**config.mk**
```make
export PLATFORM = sky130hd
export DESIGN_NAME = fetch_unit
export DESIGN_NICKNAME = d
export VERILOG_FILES = /design/src/rtl/fetch_pkg.sv /design/src/rtl/fetch_fifo.sv /design/src/rtl/fetch_unit.sv
export SDC_FILE = /design/constraint.sdc
export NUM_CORES = 1
export LEC_CHECK = 0
export ABC_AREA = 1
export CAP_MARGIN = 30
export CORE_ASPECT_RATIO = 1.25
export CORE_MARGIN = 4
export CORE_UTILIZATION = 47
export CTS_CLUSTER_DIAMETER = 30
export CTS_CLUSTER_SIZE = 16
export DETAILED_ROUTE_END_ITERATION = 8
export PLACE_DENSITY_LB_ADDON = 0.1
export SLEW_MARGIN = 20
export SYNTH_ARGS = -nofsm -noshare
export SYNTH_HDL_FRONTEND = slang
export SYNTH_HIERARCHICAL = 1
export SYNTH_SLANG_ARGS = --single-unit
```
**constraint.sdc**
```tcl
create_clock -name clk -period 3.7 [get_ports clk]
set_clock_uncertainty 0.2 [all_clocks]
set_input_delay 0.555 -clock clk [delete_from_list [all_inputs] [get_ports clk]]
set_output_delay 0.555 -clock clk [all_outputs]
set_load 0.02 [all_outputs]
```
**src/rtl/fetch_pkg.sv**
```systemverilog
// Shared definitions for the fetch stage: FSM state encoding and the 18-bit
// instruction field map used by both fetch and decode.
package fetch_pkg;

  typedef enum logic [1:0] {
    IDLE,
    FETCH,
    HALT
  } fetch_state_t;

  localparam int unsigned INSTR_W = 18;

  localparam int unsigned OPC_MSB = 17;
  localparam int unsigned OPC_LSB = 12;
  localparam int unsigned RD_MSB  = 11;
  localparam int unsigned RD_LSB  = 8;
  localparam int unsigned RS1_MSB = 7;
  localparam int unsigned RS1_LSB = 4;
  localparam int unsigned RS2_MSB = 3;
  localparam int unsigned RS2_LSB = 0;

endpackage

```
**src/rtl/fetch_fifo.sv**
```systemverilog
// Synchronous FIFO for fetched words; DEPTH must be a power of two so the
// read/write pointers wrap naturally.
module fetch_fifo #(
  parameter  int unsigned WIDTH = 28,
  parameter  int unsigned DEPTH = 2,
  localparam int unsigned PTR_W = (DEPTH > 1) ? $clog2(DEPTH) : 1,
  localparam int unsigned CNT_W = PTR_W + 1
) (
  input  logic             clk,
  input  logic             reset,
  input  logic             push,
  input  logic             pop,
  input  logic             flush,
  input  logic [WIDTH-1:0] wdata,
  output logic [WIDTH-1:0] rdata,
  output logic [CNT_W-1:0] count,
  output logic             full,
  output logic             empty
);

  logic [WIDTH-1:0] mem [DEPTH];
  logic [PTR_W-1:0] wr_ptr;
  logic [PTR_W-1:0] rd_ptr;
  logic             do_push;
  logic             do_pop;

  assign full    = (count == CNT_W'(DEPTH));
  assign empty   = (count == '0);
  assign do_push = push && !flush && (!full || pop);
  assign do_pop  = pop && !empty && !flush;
  assign rdata   = mem[rd_ptr];

  always_ff @(posedge clk) begin
    if (do_push) begin
      mem[wr_ptr] <= wdata;
    end
  end

  always_ff @(posedge clk or negedge reset) begin
    if (!reset) begin
      wr_ptr <= '0;
      rd_ptr <= '0;
      count  <= '0;
    end else if (flush) begin
      wr_ptr <= '0;
      rd_ptr <= '0;
      count  <= '0;
    end else begin
      if (do_push) wr_ptr <= wr_ptr + PTR_W'(1);
      if (do_pop)  rd_ptr <= rd_ptr + PTR_W'(1);
      count <= count + CNT_W'(do_push) - CNT_W'(do_pop);
    end
  end

endmodule

```
**src/rtl/fetch_unit.sv**
```systemverilog
// Instruction fetch stage: single-outstanding imem requests, fetch FIFO,
// redirect and halt. Optional performance counters under FETCH_PERF_EN.
module fetch_unit
  import fetch_pkg::*;
#(
  parameter int unsigned       ADDR_W   = 10,
  parameter int unsigned       DEPTH    = 2,
  parameter logic [ADDR_W-1:0] RESET_PC = '0
) (
  input  logic               clk,
  input  logic               reset,
  output logic               imem_req,
  output logic [ADDR_W-1:0]  imem_addr,
  input  logic               imem_valid,
  input  logic [INSTR_W-1:0] imem_rdata,
  output logic [INSTR_W-1:0] instruction,
  output logic [ADDR_W-1:0]  instr_pc,
  output logic               instr_valid,
  input  logic               instr_ready,
  input  logic               pc_src,
  input  logic [ADDR_W-1:0]  branch_target,
  input  logic               finish,
  output logic               halted,
  output logic [31:0]        perf_fetched,
  output logic [31:0]        perf_stall
);

  localparam int unsigned ENTRY_W = INSTR_W + ADDR_W;
  localparam int unsigned CNT_W   = ((DEPTH > 1) ? $clog2(DEPTH) : 1) + 1;

  fetch_state_t state_q, state_d;

  logic [ADDR_W-1:0]  pc_q;
  logic [ADDR_W-1:0]  req_addr_q;
  logic               outstanding_q;
  logic               stale_q;

  logic               in_fetch;
  logic               issue;
  logic               resp;
  logic               redirect;
  logic               fifo_push;
  logic               fifo_pop;
  logic               fifo_flush;
  logic [ENTRY_W-1:0] fifo_rdata;
  logic [CNT_W-1:0]   fifo_count;
  logic               fifo_full;
  logic               fifo_empty;
  logic [INSTR_W-1:0] head_instr;

  always_ff @(posedge clk or negedge reset) begin
    if (!reset) state_q <= IDLE;
    else        state_q <= state_d;
  end

  always_comb begin
    state_d = state_q;
    unique case (state_q)
      IDLE:    state_d = FETCH;
      FETCH:   if (finish) state_d = HALT;
      HALT:    state_d = HALT;
      default: state_d = IDLE;
    endcase
  end

  // finish beats pc_src, which beats pop, which beats push
  assign in_fetch   = (state_q == FETCH);
  assign redirect   = in_fetch && pc_src && !finish;
  assign issue      = in_fetch && !outstanding_q && (fifo_count < CNT_W'(DEPTH))
                      && !pc_src && !finish;
  assign resp       = imem_valid && outstanding_q;
  assign fifo_push  = resp && !stale_q && in_fetch && !pc_src && !finish;
  assign fifo_flush = redirect || finish || (state_q == HALT);
  assign fifo_pop   = instr_valid && instr_ready && !pc_src && !finish;

  assign imem_req    = issue;
  assign imem_addr   = issue ? pc_q : '0;
  assign instr_valid = !fifo_empty && (state_q != HALT);
  assign halted      = (state_q == HALT);
  assign instr_pc    = instr_valid ? fifo_rdata[ADDR_W-1:0] : '0;
  assign head_instr  = fifo_rdata[ENTRY_W-1:ADDR_W];

  always_comb begin
    instruction = '0;
    if (instr_valid) begin
      instruction[OPC_MSB:OPC_LSB] = head_instr[OPC_MSB:OPC_LSB];
      instruction[RD_MSB:RD_LSB]   = head_instr[RD_MSB:RD_LSB];
      instruction[RS1_MSB:RS1_LSB] = head_instr[RS1_MSB:RS1_LSB];
      instruction[RS2_MSB:RS2_LSB] = head_instr[RS2_MSB:RS2_LSB];
    end
  end

  // A redirect with a response already on the bus drops it directly; only a
  // still-pending request needs the stale mark.
  always_ff @(posedge clk or negedge reset) begin
    if (!reset) begin
      pc_q          <= RESET_PC;
      req_addr_q    <= '0;
      outstanding_q <= 1'b0;
      stale_q       <= 1'b0;
    end else begin
      if (resp) begin
        outstanding_q <= 1'b0;
        stale_q       <= 1'b0;
      end
      if (issue) begin
        outstanding_q <= 1'b1;
        req_addr_q    <= pc_q;
        pc_q          <= pc_q + ADDR_W'(1);
      end
      if (redirect) begin
        pc_q <= branch_target;
        if (outstanding_q && !imem_valid) stale_q <= 1'b1;
      end
    end
  end

  fetch_fifo #(
    .WIDTH (ENTRY_W),
    .DEPTH (DEPTH)
  ) u_fifo (
    .clk   (clk),
    .reset (reset),
    .push  (fifo_push && (!fifo_full || fifo_pop)),
    .pop   (fifo_pop),
    .flush (fifo_flush),
    .wdata ({imem_rdata, req_addr_q}),
    .rdata (fifo_rdata),
    .count (fifo_count),
    .full  (fifo_full),
    .empty (fifo_empty)
  );

`ifdef FETCH_PERF_EN
  always_ff @(posedge clk or negedge reset) begin
    if (!reset) begin
      perf_fetched <= '0;
      perf_stall   <= '0;
    end else if (state_q != HALT) begin
      if (fifo_pop)                   perf_fetched <= perf_fetched + 32'd1;
      if (instr_valid && !instr_ready) perf_stall  <= perf_stall + 32'd1;
    end
  end
`else
  assign perf_fetched = '0;
  assign perf_stall   = '0;
`endif

endmodule

```
==> results of run 1 <==
cells in the mapped netlist:
cell type | n | share of area (%)
nand2_1 | 148 | 13
buf_4 | 67 | 11
inv_1 | 60 | 5.1
edfxtp_1 | 56 | 38
nor2_1 | 56 | 4.8
dfrtp_1 | 28 | 16
nand3_1 | 15 | 1.7
o21ai_1 | 11 | 1.3
ha_1 | 6 | 1.7
o21ai_0 | 6 | 0.69
buf_2 | 5 | 0.57
inv_2 | 5 | 0.43
a21oi_1 | 3 | 0.34
buf_6 | 3 | 0.77
nand2_2 | 3 | 0.43
nor2_4 | 3 | 0.77
o211ai_1 | 3 | 0.51
a21oi_2 | 2 | 0.40
buf_1 | 2 | 0.17
nand3_4 | 2 | 0.80
nand4_1 | 2 | 0.29
a211o_1 | 1 | 0.20
conb_1 | 1 | 0.086
o22ai_1 | 1 | 0.14
xor2_1 | 1 | 0.20
flip-flops by register name, summed over array words and instances, names as in the netlist, named ones only:
register       cells
req_addr_q        10
outstanding_q      1
u_fifo/count       2
u_fifo/wr_ptr      1
pc_q              10
u_fifo/mem        56
state_q            2
u_fifo/rd_ptr      1
report_power, final:
group          internal [mW]  switching [mW]  total [mW]
Clock                  0.491           0.325       0.816
Sequential              1.15          0.0911        1.24
Combinational          0.185           0.324       0.509
Total                   1.82           0.740        2.56
layer usage:
layer,global-route usage [%],vias to the layer above,wire length (µm)
met5,0,-,0
met4,5.491,0,85
met3,3.312,6,449
met2,27.65,70,4340
met1,17.98,1343,3199
li1,-,1551,-
worst max path at each step:
stage                           startpoint  slack (ns)                         end  cells after the start
finish              state_q[0]$_DFFE_PN0P_        0.67                 instr_pc[6]                      6
global route        state_q[0]$_DFFE_PN0P_        0.43                 instr_pc[6]                      6
CTS                 state_q[0]$_DFFE_PN0P_        0.62                 instr_pc[1]                      6
detailed placement                  pc_src        0.67                imem_addr[0]                      5
global placement                    pc_src        0.71                imem_addr[0]                      5
floorplan           state_q[0]$_DFFE_PN0P_        0.27  u_fifo/mem[0][0]$_DFFE_PP_                      9
cells by family (layout without fill, tap and decap cells):
kind of cell	Yosys count	count (layout)	synth area share, %
other	1	64	0.08563
XOR/XNOR	1	1	0.2000
AO/OA/AOI/OAI	27	27	3.543
adder cells (fa/ha/maj)	6	6	1.714
flip-flops	84	84	54.40
AND/OR/NAND/NOR	229	229	21.49
buffers and inverters	142	163	18.57
area by class of cell:
type | count | area [µm²] | area share (%)
Tap cell | 123 | 153.9 | 2.915
Multi-Input combinational cell | 327 | 1423 | 26.94
Clock inverter | 2 | 12.51 | 0.2370
Sequential cell | 84 | 2382 | 45.12
Inverter | 65 | 244.0 | 4.621
Timing Repair Buffer | 82 | 800.8 | 15.17
Clock buffer | 14 | 264.0 | 5.000
worst register-to-register path, stage by stage, from the launching register on:
cell and delay [ns]:
dfrtp_1 0.34, inv_1 0.07, ha_1 0.22, nor2_1 0.21, nand2_1 0.11, a21oi_1 0.15
inv_1 0.05, nor2_1 0.11, nand2_1 0.11, ha_1 0.28, inv_1 0.04, ha_1 0.25
inv_1 0.05, nor2_1 0.03
==> reports/metrics.csv, run 1 <==
metric;value;unit
status;finished clean;
coreArea;0.009125;mm²
wl;8075;µm
final_common_cell;nand2_1;
grt_pass1_wl;13100;µm
clockBufferDepth;2;
rsz0062_at_grt;no;
cap_violations;0;
r2r_slack;1.35;ns
final_hold_viol_count;0;
ant_nets;0;
holdPathStages;0;
hp-class;flip-flop to flip-flop;
end_kind;output pin;
reg2reg_depth;13;
leakagePower;2.440;nW
pin_count;139;
min_period_over_period;81.83;%
drcViolationCount;0;
slew_headroom;64.59;%
finalPower;2.561;mW
avgSynthCellArea;8.937;µm²
worstReg2RegEnd;u_fifo/count[0]$_DFF_PN0_;
gr-total-overflow;0;
vias;2970;
powerDensity;485.0;mW/mm²
first_pass_iters;4;
r2r-start;state_q[0]$_DFFE_PN0P_;
syn_inst;490;
crit_fanout;28;
whs_endpoint;u_fifo/mem[0][5]$_DFFE_PP_;
clk_root_buffer_cell;clkbuf_16;
fin_nets;609;
area_delta_synth_final;20.57;%
yosysUniqueCellTypes;25;
hold_ws;0.2684;ns
post_drt_via_cell_ratio;4.261;
ys_ff_latch;84;
postCtsSetupRepairBufs;0;
dp_slack;0.6707;ns
period_needed;3.028;ns
cp.required;2.94;ns
fin_cells;697;
drtIter0Drc;123;
cts.sinks;84;
io_buffers;74;
clk_latency;0.33;ns
tns;0;ns
htreeDepth;3;
critPathLaunchType;flip-flop;
cts_buffers;9;
grt_max_degree;30;
crit_top_cell;nor2_1;
synth_area;0.004379;mm²
dp_hpwl;5756;µm
path_clk_slew;0.06;ns
die-area;0.01094;mm²
num_rows;39;
cp_slowest_stage_delay;0.63;ns
cts_hold_buffers;0;
die_w;94.34;µm
worstSetupPathType;flip-flop to output pin;
dp_cells;681;
ir_drop;301.3;µV
hp-start;req_addr_q[5]$_DFFE_PN0N_;
final_cell_mix;nand2_1, clkdlybuf4s50_1, conb_1;
start_util;47.99;%
nFillCells;830;
gp_congestion;0.8046;
final.setup.worst_slack;0.6722;ns
setup_viol_count_final;0;
antenna_found_initial;0;
grtUsageTotal;15.36;%
fin_area;0.005280;mm²
yosysSeqAreaShare;54.40;%
worstPathArrival;2.27;ns
fmax;0.3303;GHz
tritoncts;yes;
final_util;57.86;%
critPathBufInv;3;
postCtsResizedCells;0;
antenna_cells;0;
crit_chain;inv_1 > ha_1 > nor2_1 > inv_2 > nor2_1 > clkdlybuf4s50_1;
report.final.slew_viol_count;0;
tightest_slew;0.5304;ns
die_y;115.9;µm
synth_warnings;6;
grt_pass1_vias;2826;
placedInstanceArea;0.005004;mm²
critPathTopFamily;buffers and inverters;
post_route_cells_drive_above_1_share;6.446;%
wire_per_inst;11.59;µm
cp_slowest_cell;clkdlybuf4s50_1;
Note: power is estimated with default switching activity, not from simulation.
==> inputs of run 2 (changes only) <==
==> constraint.sdc (replaced) <==
create_clock -name clk -period 2.81 [get_ports clk]
set_clock_uncertainty 0.2 [all_clocks]
set_input_delay 0.4215 -clock clk [delete_from_list [all_inputs] [get_ports clk]]
set_output_delay 0.4215 -clock clk [all_outputs]
set_load 0.02 [all_outputs]
==> run 2 against run 1 <==
Hold slack got worse by 0.0033 ns. First-iteration DRC count decreased by 32%. Die area unchanged. Final area increased by 3.5%. Combinational power increased by 33%. Sequential share of layout area decreased by 1.5 points. Sequential power increased by 31%. Power increased by 40%. Critical path type unchanged. Critical endpoint is now imem_addr[3]. Largest power group unchanged.
==> reports/metrics.csv, run 2 (synthesis gave the netlist of run 1 again) <==
metric;value;unit;change
drcViolationCount;0;;unchanged
first_pass_iters;4;;unchanged
final_common_cell;nand2_1;;
die_y;115.9;µm;unchanged
critPathLaunchType;flip-flop;;
start_util;47.99;%;unchanged
powerDensity;655.6;mW/mm²;+35%
wire_per_inst;11.51;µm;-0.67%
wl;8044;µm;-0.38%
worstPathArrival;2.05;ns;-0.22 ns
tritoncts;yes;;
clk_latency;0.33;ns;about the same
crit_fanout;15;;-46%
htreeDepth;3;;unchanged
io_buffers;74;;unchanged
ant_nets;0;;unchanged
ir_drop;380.2;µV;+26%
cts.sinks;84;;unchanged
final_util;59.91;%;+2.0 points
dp_cells;683;;+0.29%
hp-class;primary input to asynchronous set/reset pin;;
largest_reg_flops;56;;unchanged
rsz0062_at_grt;no;;
placedInstanceArea;0.005049;mm²;+0.90%
drtIter0Drc;84;;-32%
grt_pass1_wl;12940;µm;-1.2%
hold_ws;0.2652;ns;-0.003252 ns
period_needed;2.672;ns;
clk_root_buffer_cell;clkbuf_16;;
post_route_cells_drive_above_1_share;7.465;%;+1.0 points
end_kind;output pin;;
die_w;94.34;µm;unchanged
die-area;0.01094;mm²;unchanged
grtUsageTotal;15.33;%;-0.033 points
clockBufferDepth;2;;unchanged
grt_pass1_vias;2794;;-1.1%
post_drt_via_cell_ratio;4.302;;+0.96%
pin_count;139;;unchanged
num_rows;39;;unchanged
cts_buffers;9;;unchanged
reg2reg_depth;13;;unchanged
fmax;0.3743;GHz;
leakagePower;3.061;nW;+25%
fin_cells;699;;+0.29%
dp_slack;0.09743;ns;-0.5733 ns
grt_max_degree;30;;unchanged
r2r_slack;0.42;ns;-0.93 ns
final.setup.worst_slack;0.1383;ns;-0.5339 ns
postCtsSetupRepairBufs;0;;unchanged
final_hold_viol_count;0;;unchanged
cts_hold_buffers;0;;unchanged
largest-register;u_fifo/mem;;
antenna_cells;0;;unchanged
area_delta_synth_final;24.83;%;
setup_viol_count_final;0;;unchanged
reg.largest.list;u_fifo/mem x56, pc_q x10, req_addr_q x10;;
fin_nets;611;;+0.33%
min_period_over_period;95.08;%;
worstSetupPathType;flip-flop to output pin;;
final_cell_mix;nand2_1, conb_1, inv_1;;
status;finished clean;;
dp_hpwl;5654;µm;-1.8%
coreArea;0.009125;mm²;unchanged
nFillCells;804;;-3.1%
cp.required;2.19;ns;-0.75 ns
fin_area;0.005466;mm²;+3.5%
antenna_found_initial;0;;unchanged
finalPower;3.584;mW;+40%
path_clk_slew;0.06;ns;about the same
tns;0;ns;unchanged
cap_violations;0;;unchanged
gp_congestion;0.8195;;+1.9%
report.final.slew_viol_count;0;;unchanged
gr-total-overflow;0;;unchanged
vias;3007;;+1.2%
[run 2: changes by cell type in the layout (fill, tap and decap cells not counted), moves of 2 or more]
| cell | change |
|---|---|
| dlygate4sd2_1 | +3 |
| clkbuf_8 | -2 |
| dlymetal6s2s_1 | +30 |
| clkdlybuf4s50_1 | -33 |
| bufinv_16 | +2 |
| buf_12 | +2 |
| nor2_4 | +2 |
| inv_4 | +2 |
| clkbuf_1 | -3 |
[run 2: final timing paths]
path | from | to
max in group asynchronous | reset | pc_q[6]$_DFFE_PN0P_
min in group clk | req_addr_q[9]$_DFFE_PN0N_ | u_fifo/mem[1][9]$_DFFE_PP_
worst max-delay path | state_q[1]$_DFFE_PN0P_ | imem_addr[3]
worst max register to register | state_q[0]$_DFFE_PN0P_ | u_fifo/count[0]$_DFF_PN0_
worst min register to register | req_addr_q[9]$_DFFE_PN0N_ | u_fifo/mem[1][9]$_DFFE_PP_
worst min-delay path | reset | u_fifo/count[1]$_DFF_PN0_
[run 2: routing by layer]
| layer | vias to the layer above | part of all wire [%] | global-route usage (%) |
|---|---|---|---|
| li1 | 1557 | - | - |
| met1 | 1365 | 42 | 17.91 |
| met2 | 73 | 51 | 26.37 |
| met3 | 12 | 5.3 | 4.351 |
| met4 | 0 | 1.9 | 6.455 |
| met5 | - | 0 | 0 |
[run 2: cell type report]
cell class / count / area [µm²] / share of cell area (%)
Timing Repair Buffer: 84 / 912.1 / 16.69
Multi-Input combinational cell: 327 / 1438 / 26.30
Clock buffer: 10 / 250.2 / 4.578
Clock inverter: 6 / 83.83 / 1.534
Inverter: 65 / 246.5 / 4.509
Tap cell: 123 / 153.9 / 2.815
Sequential cell: 84 / 2382 / 43.58
[run 2: worst max-delay path, stage by stage (launching register included)]
cell	delay [ns]
dfrtp_1	0.38
inv_1	0.10
ha_2	0.29
nand3_4	0.19
nor2_1	0.14
clkdlybuf4s50_1	0.62
[run 2: what timing repair did]
action | in CTS | in global routing
endpoints found under the setup margin | 30 | 30
gates resized for setup | 6 | 31
pin swaps | 0 | 0
[run 2: power by group]
part	switching [mW]	internal [mW]
registers	0.118	1.51
logic	0.427	0.249
clock network	0.454	0.829
==> inputs of run 3 (changes only) <==
--- a/config.mk
+++ b/config.mk
@@ -7,7 +7,6 @@
 export LEC_CHECK = 0
 export ABC_AREA = 1
 export CAP_MARGIN = 30
-export CORE_ASPECT_RATIO = 1.25
 export CORE_MARGIN = 4
 export CORE_UTILIZATION = 47
 export CTS_CLUSTER_DIAMETER = 30
==> run 3 against run 2 <==
Clock power is 28% lower. Critical path type unchanged. Clock-buffer cell count stayed put. Die area hardly changed. Highest routed layer unchanged. Global-route usage is 0.65 points lower. Cell count is 2.6% lower. Setup slack better by 0.0023 ns. Sequential power hardly changed. Sequential share of layout area is 1.4 points higher. Power is 10% lower.
==> reports/metrics.csv, run 3 (synthesis gave the netlist of run 1 again) <==
metric;value;unit;change
final_cell_mix;nand2_1, conb_1, inv_1;;
drtIter0Drc;125;;+49%
worstPathArrival;2.05;ns;about the same
nFillCells;813;;+1.1%
pwr-share-clk;28.5;%;-7.3 points
reg2reg_depth;13;;unchanged
grt_max_degree;30;;unchanged
wire_per_inst;11.99;µm;+4.2%
ant_nets;0;;unchanged
coreArea;0.008891;mm²;-2.6%
powerDensity;609.0;mW/mm²;-7.1%
combPwrFrac;21.2;%;+2.3 points
area_delta_synth_final;20.97;%;
p_seq_share;50.3;%;+4.9 points
cp-endpoint;instruction[15];;
dp_slack;0.09551;ns;-0.001929 ns
reg.largest.list;u_fifo/mem x56, pc_q x10, req_addr_q x10;;
hp-class;primary input to asynchronous set/reset pin;;
dp_hpwl;5653;µm;about the same
first_pass_iters;4;;unchanged
largest_reg_flops;56;;unchanged
gr-total-overflow;0;;unchanged
slew_headroom;65.01;%;
post_route_cells_drive_above_1_share;6.806;%;-0.66 points
grt_pass1_wl;13260;µm;+2.4%
largest-register;u_fifo/mem;;
ir_drop;288.1;µV;-24%
fin_cells;681;;-2.6%
status;finished clean;;
gp_congestion;0.7722;;-5.8%
antenna_found_initial;0;;unchanged
clk_latency;0.33;ns;about the same
path_clk_slew;0.08;ns;+0.02 ns
vias;3014;;+0.23%
die_y;104.5;µm;-9.8%
die_w;104.5;µm;+11%
min_period_over_period;95.00;%;about the same
r2r_slack;0.44;ns;+0.02 ns
placedInstanceArea;0.005007;mm²;-0.82%
hold_ws;0.2619;ns;-0.003330 ns
num_rows;34;;-13%
start_util;49.25;%;+1.3 points
seq_area;0.002382;mm²;unchanged
grt_pass1_vias;2810;;+0.57%
clk_root_buffer_cell;clkbuf_8;;
post_drt_via_cell_ratio;4.426;;+2.9%
io_buffers;74;;unchanged
final_util;59.58;%;-0.32 points
wl;8163;µm;+1.5%
clockBufferDepth;2;;unchanged
rsz0062_at_grt;no;;
r2r-start;state_q[0]$_DFFE_PN0P_;;
cts_buffers;9;;unchanged
worstReg2RegEnd;u_fifo/count[0]$_DFF_PN0_;;
tritoncts;yes;;
worstSetupPathType;flip-flop to output pin;;
cap_violations;0;;unchanged
period_needed;2.669;ns;-0.002304 ns
tns;0;ns;unchanged
critPathLaunchType;flip-flop;;
grtUsageTotal;14.68;%;-0.65 points
dp_cells;665;;-2.6%
htreeDepth;3;;unchanged
cts_hold_buffers;0;;unchanged
finalPower;3.226;mW;-10%
switching_power;970.3;µW;-2.9%
pin_count;139;;unchanged
final.setup.worst_slack;0.1406;ns;+0.002304 ns
end_kind;output pin;;
tightest_slew;0.5241;ns;
final_common_cell;nand2_1;;
leakagePower;2.931;nW;-4.2%
cts.sinks;84;;unchanged
die-area;0.01093;mm²;about the same
cp.required;2.19;ns;about the same
fin_nets;608;;-0.49%
fmax;0.3746;GHz;about the same
intPower;2.256;mW;-13%
switching_share;30.07;%;+2.2 points
report.final.slew_viol_count;0;;unchanged
crit_start;u_fifo/rd_ptr$_DFFE_PN0P_;;
fin_area;0.005298;mm²;-3.1%
antenna_cells;0;;unchanged
crit_fanout;29;;+14
setup_viol_count_final;0;;unchanged
drcViolationCount;0;;unchanged
multiInputGateArea;0.001438;mm²;unchanged
final_hold_viol_count;0;;unchanged
## run 3: cell count changes in the layout (fill, tap and decap cells not counted), moves of 2 or more
| cell | delta |
|---|---|
| buf_4 | -3 |
| dlymetal6s2s_1 | -3 |
| clkbuf_8 | +9 |
| clkinvlp_4 | +2 |
| clkdlybuf4s50_1 | +2 |
| clkbuf_16 | -10 |
## run 3: metal layers
layer | track usage [%] | part of all wire [%]
met5 | 0 | 0
met4 | 3.704 | 0.58
met3 | 3.538 | 4.7
met2 | 24.40 | 49
met1 | 19.41 | 45
## run 3: worst min path at each step
stage                     cells after the start  slack, ns                         end                 startpoint
after floorplan                               0      -0.07  asynchronous set/reset pin                      reset
after global placement                        0       0.25  u_fifo/mem[1][4]$_DFFE_PP_  req_addr_q[4]$_DFFE_PN0N_
after detailed placement                      0       0.26  u_fifo/mem[0][4]$_DFFE_PP_  req_addr_q[4]$_DFFE_PN0N_
after CTS                                     2       0.26         pc_q[9]$_DFFE_PN0P_                      reset
after global routing                          2       0.28         pc_q[9]$_DFFE_PN0P_                      reset
final                                         2       0.26         pc_q[9]$_DFFE_PN0P_                      reset
## run 3: power groups by stage
stage / sequential, mW / combinational, mW / clock (mW)
2_1_floorplan: 1.62 / 0.568 / 0
4_1_cts: 1.62 / 0.685 / 0.946
5_1_grt: 1.65 / 0.781 / 1.00
3_5_place_dp: 1.65 / 0.679 / 0
3_3_place_gp: 1.64 / 0.656 / 0
6_report: 1.62 / 0.684 / 0.919
## run 3: cell type report
class | instances | area share, %
Tap cell | 108 | 2.551
Multi-Input combinational cell | 327 | 27.14
Clock buffer | 10 | 2.409
Sequential cell | 84 | 44.97
Timing Repair Buffer | 81 | 16.63
Clock inverter | 6 | 1.653
Inverter | 65 | 4.653
## run 3: worst max-delay path, cell delays in order (launching register included)
cell             delay [ns]
dfrtp_1                0.39
inv_2                  0.39
nand2_1                0.11
nand2_1                0.08
inv_1                  0.03
nor2_1                 0.08
clkdlybuf4s50_1        0.61
## run 3: timing repair
| action | 4_1_cts | 5_1_grt |
|---|---|---|
| gates resized for setup | 7 | 28 |
| hold endpoints to repair | 0 | 0 |
| setup buffers | 0 | 0 |
| endpoints found under the setup margin | 31 | 28 |
| pin swaps | 0 | 0 |
==> variant 1 (config.mk and constraints of run 3) <==
Re-encode `fetch_state_t` (3 states) as one-hot, 3 bits wide.
--- a/src/rtl/fetch_pkg.sv
+++ b/src/rtl/fetch_pkg.sv
@@ -3,8 +3,8 @@
 package fetch_pkg;
 
-  typedef enum logic [1:0] {
-    IDLE,
-    FETCH,
-    HALT
+  typedef enum logic [2:0] {
+    IDLE  = 3'b001,
+    FETCH = 3'b010,
+    HALT  = 3'b100
   } fetch_state_t;
 
Behaviour: no difference found for any inputs over 10 cycles, from zero or initial values and one cycle with reset low; not proved beyond that.
==> variant 1 against run 3 <==
Setup slack got worse by 0.018 ns; total power increased by 2.0%; wire length down 0.29%; final area increased by 1.8%; area after synthesis rose by 1.8%; sequential cell count up 1; clock power is 14% higher; sequential share of layout area fell by 0.30 points.
==> variant 1: results (changes against run 3) <==
Critical path
  • R2R setup slack: 0.25 ns (-0.19 ns)
  • Crit path capture: instr_pc[2]
  • Delay-heaviest family, CP: buffers and inverters
  • CP startpoint: state_q[1]
  • Worst R2R Start: state_q[2]
  • CP Class: reg -> out
  • Critical path peak fanout: 28 (-3.4%)
  • Worst path max stage delay: 0.56 ns (-0.05 ns)
  • Arrival @ worst endpoint: 2.07 ns (+0.02 ns)

Final layout
  • Layout cells sized above 1: 7.98% (+1.2 points)
  • Final #Nets: 621 (+2.1%)
  • Filler instances: 850 (+4.6%)

Placement
  • DP Worst Slack: 0.0635 ns (-0.0320 ns)
  • HPWL Detailed: 5640 um (-0.24%)
  • Dpl cells: 702 (+5.6%)
  • Final Wtd Congestion: 0.856 (+11%)
  • Port bufs: 74 (unchanged)

Synthesis
  • Synth warn: 6 (unchanged)
  • Post-synthesis compound-gate area fraction: 3.03% (-0.51 points)
  • Async SR Flop Fraction: 34.1% (+0.78 points)
  • Synth unique cells: 27 (+8.0%)
  • Mean post-synth cell area: 8.83 um^2 (-1.2%)
  • Count leader, synth: nand2_1
  • Synth top area cells: edfxtp_1 38%, dfrtp_1 16%, nand2_1 13%
  • Synth top cells by count: 159 x nand2_1, 69 x buf_4, 64 x inv_1
  • Most used flip-flop cell after synthesis: edfxtp_1
  • XOR/XNOR Fraction of Synth Area: 0.196% (-0.0036 points)
  • Adder-Cell Fraction of Synth Area: 0.842% (-0.87 points)
  • Seq/Total Area, Yosys: 54.0% (-0.39 points)

Route
  • Routed WL: 8140 um (-0.29%)
  • Wire length per cell: 11.3 um (-5.4%)
  • Initial DRC count: 89 (-29%)
  • Via density: 4.29 (-3.2%)

Power and ir drop
  • LEAKAGE: 2.78 nW (-5.3%)
  • Peak supply drop: 345 uV (+20%)

Global route
  • Initial antenna violation count: 0 (unchanged)
  • Global-route wire length before repair: 13,000 um (-2.1%)
  • Vias in the first global route: 2,740 (-2.5%)
  • GRT Total Usage: 14.3% (-0.34 points)
  • M2 GR Usage: 23.9% (-0.54 points)
  • Met3 GRT Util: 2.94% (-0.60 points)
  • Largest net degree at the start of global routing: 30 (unchanged)
  • Met1 GRT Util: 18.8% (-0.58 points)

Clocking
  • Clk_lat worst skew: 0.34 ns
  • Max clock buf depth: 2 (unchanged)

Timing
  • Setup ws final: 0.123 ns (-0.0176 ns)
  • Worst-margin pin slew: 0.519 ns (-0.00529 ns)

Run status
  • Status: finished, final reports clean
variant 1: changes by cell type after synthesis, moves of 3 or more:
cell,before,now
nand2_1,148,159
nor2_1,56,61
inv_1,60,64
o21ai_1,11,0
inv_2,5,2
o211ai_1,3,0
ha_1,6,3
nand3_1,15,21
o21ai_2,0,9
nand2_2,3,0
variant 1: cell type report:
cell class / instances / area share, %
multi-input combinational: 339 / 27.0
tap: 129 / 2.99
clock inverter: 5 / 1.97
clock buffer: 11 / 2.62
sequential: 85 / 44.7
inverter: 67 / 4.83
timing repair buffer: 82 / 15.9
variant 1: worst register-to-register path, delay by kind of cell, from the launching register on:
family	cells	cell delay [ns]
simple gates	6	0.81
fa+ha+maj	2	0.56
flops	1	0.41
buf+inv	4	0.32
compound gates	1	0.14
variant 1: metrics by stage:
stage	util, %	area [um^2]	hold WS (ns)
6_report	58.3	5390	0.260
5_1_grt	58.3	5390	0.279
4_1_cts	57.8	5350	0.262
3_5_place_dp	55.2	5100	0.260
3_3_place_gp	55.2	5100	0.251
2_1_floorplan	-	4700	-0.0741
variant 1: what timing repair did:
action | in CTS | in global routing
pin swaps | 0 | 0
setup endpoints to repair | 28 | 38
gates resized for setup | 2 | 18
variant 1: power by group:
group / switching, mW / leakage (nW) / internal [mW]
logic: 0.386 / 1.77 / 0.216
clock network: 0.429 / 0.120 / 0.619
registers: 0.134 / 0.890 / 1.51
variant 1: layer usage:
layer / up-vias / wire, um / part of all wire (%)
met5: - / 0 / 0
met4: 0 / 85 / 1.0
met3: 7 / 424 / 5.2
met2: 78 / 3920 / 48
met1: 1406 / 3710 / 46
li1: 1586 / - / -
==> variant 2 (flow settings as in run 3) <==
Made on the original files. Add a define of `FETCH_PERF_EN`.
--- a/src/rtl/fetch_unit.sv
+++ b/src/rtl/fetch_unit.sv
@@ -1,4 +1,6 @@
 // Instruction fetch stage: single-outstanding imem requests, fetch FIFO,
 // redirect and halt. Optional performance counters under FETCH_PERF_EN.
+`define FETCH_PERF_EN
+
 module fetch_unit
   import fetch_pkg::*;
Check against the original RTL: not equivalent (Yosys sat finds a counterexample within 10 cycles, from zero or initial values and one cycle with reset low).
==> variant 2 against run 3 <==
Critical path type unchanged; highest routed layer unchanged; final area rose by 86%; setup slack gained 0.058 ns; total power grew 64%; wire length grew 110%; global-route usage rose by 4.8 points; sequential cell count up 64; area after synthesis up 73%.
==> variant 2: results (changes against run 3) <==
Clocking
  • CTS H-tree lvls: 4 (+1)
  • Clk_lat worst skew: 0.42 ns (+0.09 ns)
  • Resized cells post-CTS: 38 (+31)
  • Reg clk slew, reported paths: 0.06 ns (-0.02 ns)
  • CTS Buf Count: 17 (+8)
  • Number of clock sinks: 148 (+76%)
  • Max clock buf depth: 2 (unchanged)
  • Root Buffer: clkbuf_16
  • Hold_buf cts: 1 (+1)

Global route
  • Global-route wire length before repair: 28,500 um (+120%)
  • Largest net degree at the start of global routing: 71 (+140%)
  • GRT Total Usage: 19.4% (+4.8 points)
  • Vias in the first global route: 5,950 (+110%)

Final layout
  • CLK BUF: 19 (+9)
  • Number of ordinary inverters in the final layout: 108 (+66%)
  • FF/Latch Area: 3980 um^2 (+67%)
  • Top flop regs: u_fifo/mem: 56 flops, perf_fetched: 32 flops, perf_stall: 32 flops
  • ClkCell Share: 5.61% (+1.6 points)
  • Layout cells sized above 1: 7.76% (+0.96 points)
  • Bufs w/o clock: 154 (+90%)
  • Final #Nets: 1,111 (+83%)
  • Filler instances: 1,412 (+74%)
  • Layout non-clock buf frac: 15.3% (-1.3 points)
  • Multi-input gate area in the final layout: 3120 um^2 (+120%)
  • Multi-input comb cells: 640 (+96%)

Synthesis
  • Synth top area cells: dfrtp_1 30%, edfxtp_1 22%, nand2_1 17%
  • Post-synthesis compound-gate area fraction: 2.84% (-0.71 points)
  • Async SR Flop Fraction: 62.2% (+29 points)
  • Adder-Cell Fraction of Synth Area: 1.32% (-0.40 points)
  • Post-synth EDFFs: 56 (unchanged)
  • Seq/Total Area, Yosys: 52.5% (-1.9 points)
  • Most used flip-flop cell after synthesis: dfrtp_1
  • XOR/XNOR Fraction of Synth Area: 4.71% (+4.5 points)
  • Synth unique cells: 40 (+60%)
  • Synth top cells by count: 334 x nand2_1, 127 x nor2_1, 106 x inv_1

Power and ir drop
  • NetSw: 1.38 mW (+42%)
  • Peak supply drop: 431 uV (+49%)
  • LEAKAGE: 4.69 nW (+60%)

Critical path
  • Critical path peak fanout: 28 (-3.4%)
  • Terminus of the critical flop-to-flop path: u_fifo/mem[0][13]
  • Cells on worst reg2reg path: 12 (-1)
  • Worst R2R Start: state_q[1]
  • Critical Path Slowest Stage Cell: dfrtp_1
  • Arrival @ worst endpoint: 1.99 ns (-0.06 ns)
  • Delay-heaviest family, CP: buffers and inverters
  • Worst path max stage delay: 0.38 ns (-0.23 ns)

Floorplanning
  • Tap cells: 216 (+100%)

Placement
  • Final Wtd Congestion: 0.848 (+9.8%)
  • HPWL Detailed: 12,200 um (+120%)
  • DP Worst Slack: 0.115 ns (+0.0190 ns)
  • Placed cell areas: 9330 um^2 (+86%)
  • Port bufs: 138 (+86%)

Route
  • Routed WL: 17,000 um (+110%)
  • Initial DRC count: 294 (+140%)
  • Routed vias: 6,142 (+100%)

Timing
  • Worst-margin pin slew: 0.474 ns (-0.0505 ns)

Run status
  • Status: finished, final reports clean
## variant 2: metal layers
metal	routed length (um)	vias up	global-route usage, %
met5	0	-	0
met4	181	0	5.71
met3	794	15	4.62
met2	8150	122	31.6
met1	7890	2842	26.2
li1	-	3163	-
## variant 2: power groups by stage
stage / Sequential, mW / Clock (mW) / Combinational [mW]
after floorplan: 2.57 / 0 / 0.394
after global placement: 2.60 / 0 / 0.614
after detailed placement: 2.61 / 0 / 0.623
after CTS: 2.57 / 2.16 / 0.621
after global routing: 2.59 / 2.26 / 0.705
final: 2.57 / 2.11 / 0.611
## variant 2: per-stage QoR
| step | hold WS [ns] | utilization (%) | std cells | total power [mW] |
|---|---|---|---|---|
| floorplan | -0.0741 | - | 911 | 2.96 |
| global placement | 0.153 | 58.9 | 1265 | 3.21 |
| detailed placement | 0.150 | 58.9 | 1265 | 3.23 |
| CTS | 0.247 | 62.2 | 1298 | 5.35 |
| global route | 0.275 | 62.2 | 1298 | 5.56 |
| finish | 0.252 | 62.2 | 1298 | 5.29 |
## variant 2: worst reg2reg max path, delay by kind of cell, from the launching register on
family	cells	cell delay, ns
adder cells (fa/ha/maj)	1	0.15
flip-flops	1	0.38
buffers and inverters	5	0.55
AND/OR/NAND/NOR	5	0.65
AO/OA/AOI/OAI	1	0.13
## variant 2: worst max-delay path by stage
stage	startpoint	to	slack, ns	depth (start not counted)
after floorplan	state_q[0]	u_fifo/mem[0][0]	0.09	10
after global placement	finish	imem_addr[7]	0.16	6
after detailed placement	finish	imem_addr[7]	0.11	6
after CTS	state_q[1]	imem_addr[0]	0.02	9
after global routing	state_q[0]	instruction[11]	0.07	7
final	state_q[0]	instruction[11]	0.20	7
